<file path="src/rtl/apb_reg_pkg.sv">
// Shared types and constants for the APB register completer.
// Offsets, FSM states, captured request bundle and byte parity helper.
package apb_reg_pkg;

   localparam logic [7:0]  OFF_ID      = 8'h00;
   localparam logic [7:0]  OFF_SCRATCH = 8'h04;
   localparam logic [7:0]  OFF_CTRL    = 8'h08;
   localparam logic [7:0]  OFF_STATUS  = 8'h0C;
   localparam logic [7:0]  OFF_ERRCNT  = 8'h10;

   localparam logic [31:0] ID_DEFAULT  = 32'hEF1A_0001;

   typedef enum logic [1:0] {
      IDLE,
      WAIT,
      RESP
   } state_e;

   typedef struct packed {
      logic [7:0]  off;
      logic        wr;
      logic [31:0] wdata;
      logic [3:0]  strb;
      logic        err;
      logic        par;
   } req_t;

   function automatic logic [3:0] odd_par32(input logic [31:0] d);
      logic [3:0] p;
      for (int i = 0; i < 4; i++) begin
         p[i] = ~^d[8*i +: 8];
      end
      return p;
   endfunction

endpackage

</file>
<file path="src/rtl/apb_byte_parity.sv">
// Per-byte odd parity generator with a strobe-masked mismatch vector.
// Used for both write-data checking and read-data generation.
module apb_byte_parity
   import apb_reg_pkg::*;
(
   input  logic [31:0] data,
   input  logic [3:0]  par,
   input  logic [3:0]  mask,
   output logic [3:0]  gen,
   output logic [3:0]  mis
);

   assign gen = odd_par32(data);
   assign mis = (gen ^ par) & mask;

endmodule

</file>
<file path="src/rtl/apb_reg_completer.sv">
// APB completer with ID/scratch/ctrl/status/error-count registers,
// configurable wait states and byte parity on write and read data.
module apb_reg_completer
   import apb_reg_pkg::*;
#(
   parameter int          ADDR_W      = 24,
   parameter int          WAIT_STATES = 0,
   parameter bit          PAR_CHECK   = 1'b1,
   parameter logic [31:0] ID_VALUE    = ID_DEFAULT
) (
   input  logic              apbclk,
   input  logic              rst,
   input  logic [ADDR_W-1:0] PADDR,
   input  logic              PSEL,
   input  logic              PENABLE,
   input  logic              PWRITE,
   input  logic [31:0]       PWDATA,
   input  logic [3:0]        PWDATA_PAR,
   input  logic [3:0]        PSTRB,
   input  logic              PSTRB_PAR,
   output logic [31:0]       PRDATA,
   output logic [3:0]        PRDATA_PAR,
   output logic              PREADY,
   output logic              PSLVERR,
   output logic [7:0]        ctrl_o,
   input  logic [31:0]       status_i,
   output logic              par_err_o
);

   state_e      state_q, state_d;
   logic [3:0]  cnt_q, cnt_d;
   logic        accept, to_resp;
   req_t        req_in, req_q, req_cur;
   logic [31:0] status_q, status_cur;
   logic [31:0] scratch_q;
   logic [7:0]  ctrl_q;
   logic [15:0] errcnt_q;
   logic [31:0] rd_val, rdata_d;
   logic [3:0]  rd_par, w_mis;
   logic [3:0]  w_gen_unused, rd_mis_unused;
   logic        strb_par_bad, par_bad;
   logic        hi_err, map_err, ro_err;
   logic [7:0]  off;
   logic        addr_unused;

   assign addr_unused = ^PADDR[1:0];
   assign off         = {PADDR[7:2], 2'b00};
   assign hi_err      = (PADDR >> 8) != '0;

   apb_byte_parity u_wpar (
      .data (PWDATA),
      .par  (PWDATA_PAR),
      .mask (PSTRB),
      .gen  (w_gen_unused),
      .mis  (w_mis)
   );

   assign strb_par_bad = PSTRB_PAR != ~^PSTRB;
   assign par_bad      = PWRITE & ((|w_mis) | strb_par_bad);

   always_comb begin
      map_err = 1'b0;
      ro_err  = 1'b0;
      unique case (off)
         OFF_ID, OFF_STATUS: ro_err = PWRITE;
         OFF_SCRATCH, OFF_CTRL, OFF_ERRCNT: ;
         default: map_err = 1'b1;
      endcase
   end

   always_comb begin
      req_in.off   = off;
      req_in.wr    = PWRITE;
      req_in.wdata = PWDATA;
      req_in.strb  = PSTRB;
      req_in.err   = hi_err | map_err | ro_err | (PAR_CHECK & par_bad);
      req_in.par   = par_bad;
   end

   // With no wait states the response is built from the live setup inputs
   assign req_cur    = (state_q == IDLE) ? req_in : req_q;
   assign status_cur = (state_q == IDLE) ? status_i : status_q;

   always_comb begin
      state_d = state_q;
      cnt_d   = cnt_q;
      accept  = 1'b0;
      to_resp = 1'b0;
      unique case (state_q)
         IDLE: begin
            if (PSEL && !PENABLE) begin
               accept = 1'b1;
               cnt_d  = 4'(WAIT_STATES);
               if (WAIT_STATES == 0) begin
                  state_d = RESP;
                  to_resp = 1'b1;
               end else begin
                  state_d = WAIT;
               end
            end
         end
         WAIT: begin
            if (!PSEL) begin
               state_d = IDLE;
            end else if (PENABLE) begin
               if (cnt_q == 4'd1) begin
                  state_d = RESP;
                  to_resp = 1'b1;
               end else begin
                  cnt_d = cnt_q - 4'd1;
               end
            end
         end
         RESP:    state_d = IDLE;
         default: state_d = IDLE;
      endcase
   end

   always_ff @(posedge apbclk or posedge rst) begin
      if (rst) begin
         state_q <= IDLE;
         cnt_q   <= '0;
      end else begin
         state_q <= state_d;
         cnt_q   <= cnt_d;
      end
   end

   always_ff @(posedge apbclk or posedge rst) begin
      if (rst) begin
         req_q    <= '0;
         status_q <= '0;
      end else if (accept) begin
         req_q    <= req_in;
         status_q <= status_i;
      end
   end

   always_comb begin
      rd_val = '0;
      unique case (req_cur.off)
         OFF_ID:      rd_val = ID_VALUE;
         OFF_SCRATCH: rd_val = scratch_q;
         OFF_CTRL:    rd_val = {24'h0, ctrl_q};
         OFF_STATUS:  rd_val = status_cur;
         OFF_ERRCNT:  rd_val = {16'h0, errcnt_q};
         default:     rd_val = '0;
      endcase
      rdata_d = (req_cur.err | req_cur.wr) ? '0 : rd_val;
   end

   apb_byte_parity u_rpar (
      .data (rdata_d),
      .par  (4'h0),
      .mask (4'h0),
      .gen  (rd_par),
      .mis  (rd_mis_unused)
   );

   always_ff @(posedge apbclk or posedge rst) begin
      if (rst) begin
         PREADY     <= 1'b0;
         PSLVERR    <= 1'b0;
         PRDATA     <= '0;
         PRDATA_PAR <= 4'hF;
         par_err_o  <= 1'b0;
      end else begin
         par_err_o <= (state_q == RESP) & req_q.par;
         if (to_resp) begin
            PREADY     <= 1'b1;
            PSLVERR    <= req_cur.err;
            PRDATA     <= rdata_d;
            PRDATA_PAR <= rd_par;
         end else if (state_q == RESP) begin
            PREADY  <= 1'b0;
            PSLVERR <= 1'b0;
         end
      end
   end

   // Commit and error accounting happen on the edge closing the PREADY cycle
   always_ff @(posedge apbclk or posedge rst) begin
      if (rst) begin
         scratch_q <= '0;
         ctrl_q    <= '0;
         errcnt_q  <= '0;
      end else if (state_q == RESP) begin
         if (req_q.err) begin
            if (errcnt_q != 16'hFFFF) begin
               errcnt_q <= errcnt_q + 16'd1;
            end
         end else if (req_q.wr) begin
            if (req_q.off == OFF_SCRATCH) begin
               for (int i = 0; i < 4; i++) begin
                  if (req_q.strb[i]) begin
                     scratch_q[8*i +: 8] <= req_q.wdata[8*i +: 8];
                  end
               end
            end
            if (req_q.off == OFF_CTRL && req_q.strb[0]) begin
               ctrl_q <= req_q.wdata[7:0];
            end
            if (req_q.off == OFF_ERRCNT && |req_q.strb) begin
               errcnt_q <= '0;
            end
         end
      end
   end

   assign ctrl_o = ctrl_q;

endmodule

</file>
<file path="config.mk">
export PLATFORM = sky130hd
export DESIGN_NAME = apb_reg_completer
export DESIGN_NICKNAME = d
export VERILOG_FILES = /design/src/rtl/apb_reg_pkg.sv /design/src/rtl/apb_byte_parity.sv /design/src/rtl/apb_reg_completer.sv
export SDC_FILE = /design/constraint.sdc
export NUM_CORES = 1
export LEC_CHECK = 0
export CORE_MARGIN = 2
export CORE_UTILIZATION = 54
export CTS_CLUSTER_DIAMETER = 60
export CTS_CLUSTER_SIZE = 12
export DETAILED_ROUTE_END_ITERATION = 10
export PLACE_DENSITY_LB_ADDON = 0.12
export SYNTH_ARGS = -nofsm -noshare
export SYNTH_HDL_FRONTEND = slang
export SYNTH_SLANG_ARGS = --single-unit
</file>
<file path="constraint.sdc">
create_clock -name apbclk -period 8.2 [get_ports apbclk]
set_clock_uncertainty 0.05 [all_clocks]
set_input_delay 2.05 -clock apbclk [delete_from_list [all_inputs] [get_ports apbclk]]
set_output_delay 2.05 -clock apbclk [all_outputs]
set_load 0.01 [all_outputs]
</file>
==> flow_summary.yaml <==
die:
  fp-row-count: 46
  die-area_mm2: 0.0170
  die_h_um: 131
  core_mm2: 0.0158
  start_util: 0.548
  num_io_pins: 149
  die_w_um: 131
sta:
  finalHoldViolCount: 0
  period_share: 0.597
  rsz0062_at_grt: "false"
  period_needed_ns: 4.89
  fmax_mhz: 204
  maxSlewViolCount: 0
  finalSetupViolations: 0
  worstMarginPinSlew_ns: 1.00
  slew_headroom: 0.334
  setup_tns_ns: 0
layout:
  final_core_util: 0.687
  drive_gt1_frac: 0.100
  fin_nets: 1136
  synthToLayoutAreaGrowth_pct: 25.2
  final_cell_count_no_fill: 1262
  layout_commonest_cell: "nand2_1"
  diodes: 0
  layout_common_cells: "nand2_1 (267), dfrtp_1 (168), clkdlybuf4s50_1 (146)"
  fill_cells: 1316
critical_path:
  start_kind: "input port"
  required_ns: 8.52
  cp_max_fo: 26
  critical_path.endpoint_type: "flop"
  timing.rr.start: "state_q[1]"
  worstPathArrival_ns: 5.21
  crit_path_start: "PADDR[3]"
  crit_type: "in2reg"
clock_network:
  cts_setup_buffers: 0
  cts_tree: "done"
  cts.sinks: 173
  clk_pin_slew_ns: 0.07
  cts_buffers: 17
  cts_root_buf: "clkbuf_16"
  clk_latency_ns: 0.44
  htreeDepth: 4
  ctsHoldBuffers: 0
  cts_resized: 0
  cts_max_path_buffers: 2
route:
  routed_wl_um: 21500
  wire_per_inst_um: 17.1
  routed_via_density: 5.53
  vias: 6978
  drc_errors: 0
  drtIter0Drc: 656
  postRouteAntennaNets: 0
  dr.pass1.iters: 5
power_and_ir_drop:
  power_density_mw_per_mm2: 200
  leakagePower_nw: 4.86
  peakVddDrop_mv: 0.168
yosys:
  ys_ff_latch: 173
  yosys.area.top_type: "dfrtp_1"
  synth_area_mm2: 0.00865
  synthesis.nets: 1010
  avgSynthCellArea_um2: 9.54
  yosys_warnings: 0
  synth_cell_types: 60
  synth-edff-count: 0
  synth_seq_area_share: 0.501
  synthCells: 907
  synthTopCellsByArea: "dfrtp_1 (49%), nand2_1 (12%), mux2_2 (6.1%)"
  synth.top_cell.area_share: 0.489
  synth-async-reset-ratio: 1.00
  ys.flop_type: "dfrtp_1"
worst_hold_path:
  hp-class: "reg2reg"
  hp-start: "req_q[29]"
placed_design:
  port-buffer-count: 146
  hpwl_um: 14900
  place.gp.congestion: 0.787
  place_inst: 1230
outcome:
  run_status: "complete, no violations"
global_routing:
  grt-ovfl-total: 0
  grt_pass1_vias: 6743
  grtUsageTotal: 0.267
  grt_pass1_wl_um: 34900
  grt_max_degree: 110
  grt_antenna_before_repair: 0
job:
  maxCapViolCount: 0
-- final cells by class --
type,instances,area (um2),share of cell area
well taps,216,270,0.0249
repair buffers,151,1500,0.138
inverters,8,35.0,0.00323
flip-flops and latches,173,4340,0.400
clock buffers,18,429,0.0396
multi-input cells,682,4070,0.376
clock inverters,14,193,0.0178
-- cells by family (layout without fill, tap and decap cells) --
| family | Yosys count | count (layout) | share of synthesized area |
|---|---|---|---|
| flip-flops | 173 | 173 | 0.501 |
| adder cells (fa/ha/maj) | 1 | 1 | 0.00145 |
| AND/OR/NAND/NOR | 398 | 398 | 0.197 |
| AO/OA/AOI/OAI | 134 | 134 | 0.0969 |
| multiplexers | 74 | 74 | 0.0968 |
| XOR/XNOR | 75 | 75 | 0.0775 |
| buffers and inverters | 52 | 191 | 0.0291 |
-- registers in the layout (all words and copies together), names as in the netlist --
register,cells
par_err_o,1
PRDATA_PAR,4
status_q,32
state_q,1
scratch_q,32
errcnt_q,16
PSLVERR,1
PRDATA,32
req_q,45
ctrl_o,8
PREADY,1
-- Yosys cell counts (3+ instances only) --
master      n
nand4_1     5
nor4_1      6
nor3_1     10
a222oi_1    3
nor3b_1     4
a21oi_1    23
nor2b_1     7
or3_1       5
mux2i_1    22
a31oi_1     3
o21ai_0    58
and2_1      3
inv_1       7
nand3b_1    4
xor2_1     18
buf_6       5
dfstp_2     4
xnor2_1    56
buf_2       6
mux2_2     47
nand2b_1    5
a22o_1     12
o221ai_1    5
a211oi_1    8
buf_4       3
dfrtp_1   169
a22oi_1     3
nor2_1     56
nand3_1     9
nand2_1   267
o22ai_1     4
and3_1      4
clkbuf_1   30
-- layer usage --
layer  vias up  global-route usage  wire length (um)
met3        27              0.0533              1120
met2       187               0.426             10500
met5         -                   0                 0
li1       3312                   -                 -
met4         0              0.0870               373
met1      3452               0.371              9530
-- stage by stage --
step                hold slack (ns)  cell area [um2]  total power [W]  setup WS, ns
finish                        0.424            10800          0.00217          3.31
global route                  0.446            10800          0.00226          3.16
CTS                           0.424            10800          0.00218          3.37
detailed placement            0.408            10200          0.00133          2.91
global placement              0.398            10200          0.00132          2.88
floorplan                     0.387             8650          0.00120          1.42
-- worst paths after layout --
check,to,cells after the start,slack [ns]
max,PRDATA_PAR[0],8,3.31
max reg2reg,PRDATA_PAR[0],9,4.74
min reg2reg,req_q[29],2,0.42
min,req_q[29],2,0.42
min in group asynchronous,req_q[36],2,2.13
max in group asynchronous,PRDATA[14],3,4.60
-- report_power, final --
| group | total, W | switching (W) | internal, W |
|---|---|---|---|
| clock | 0.000854 | 0.000343 | 0.000510 |
| combinational | 0.000330 | 0.000177 | 0.000152 |
| sequential | 0.000985 | 0.0000604 | 0.000925 |
-- worst max-delay path, cell delays in order --
cell	delay (ns)
clkdlybuf4s50_1	0.69
nor4b_1	0.40
a22o_1	0.84
a221oi_1	0.29
xor2_1	0.23
xnor2_1	0.28
xnor3_1	0.25
o22a_1	0.16
No activity file was read; power rests on OpenSTA's default activity.
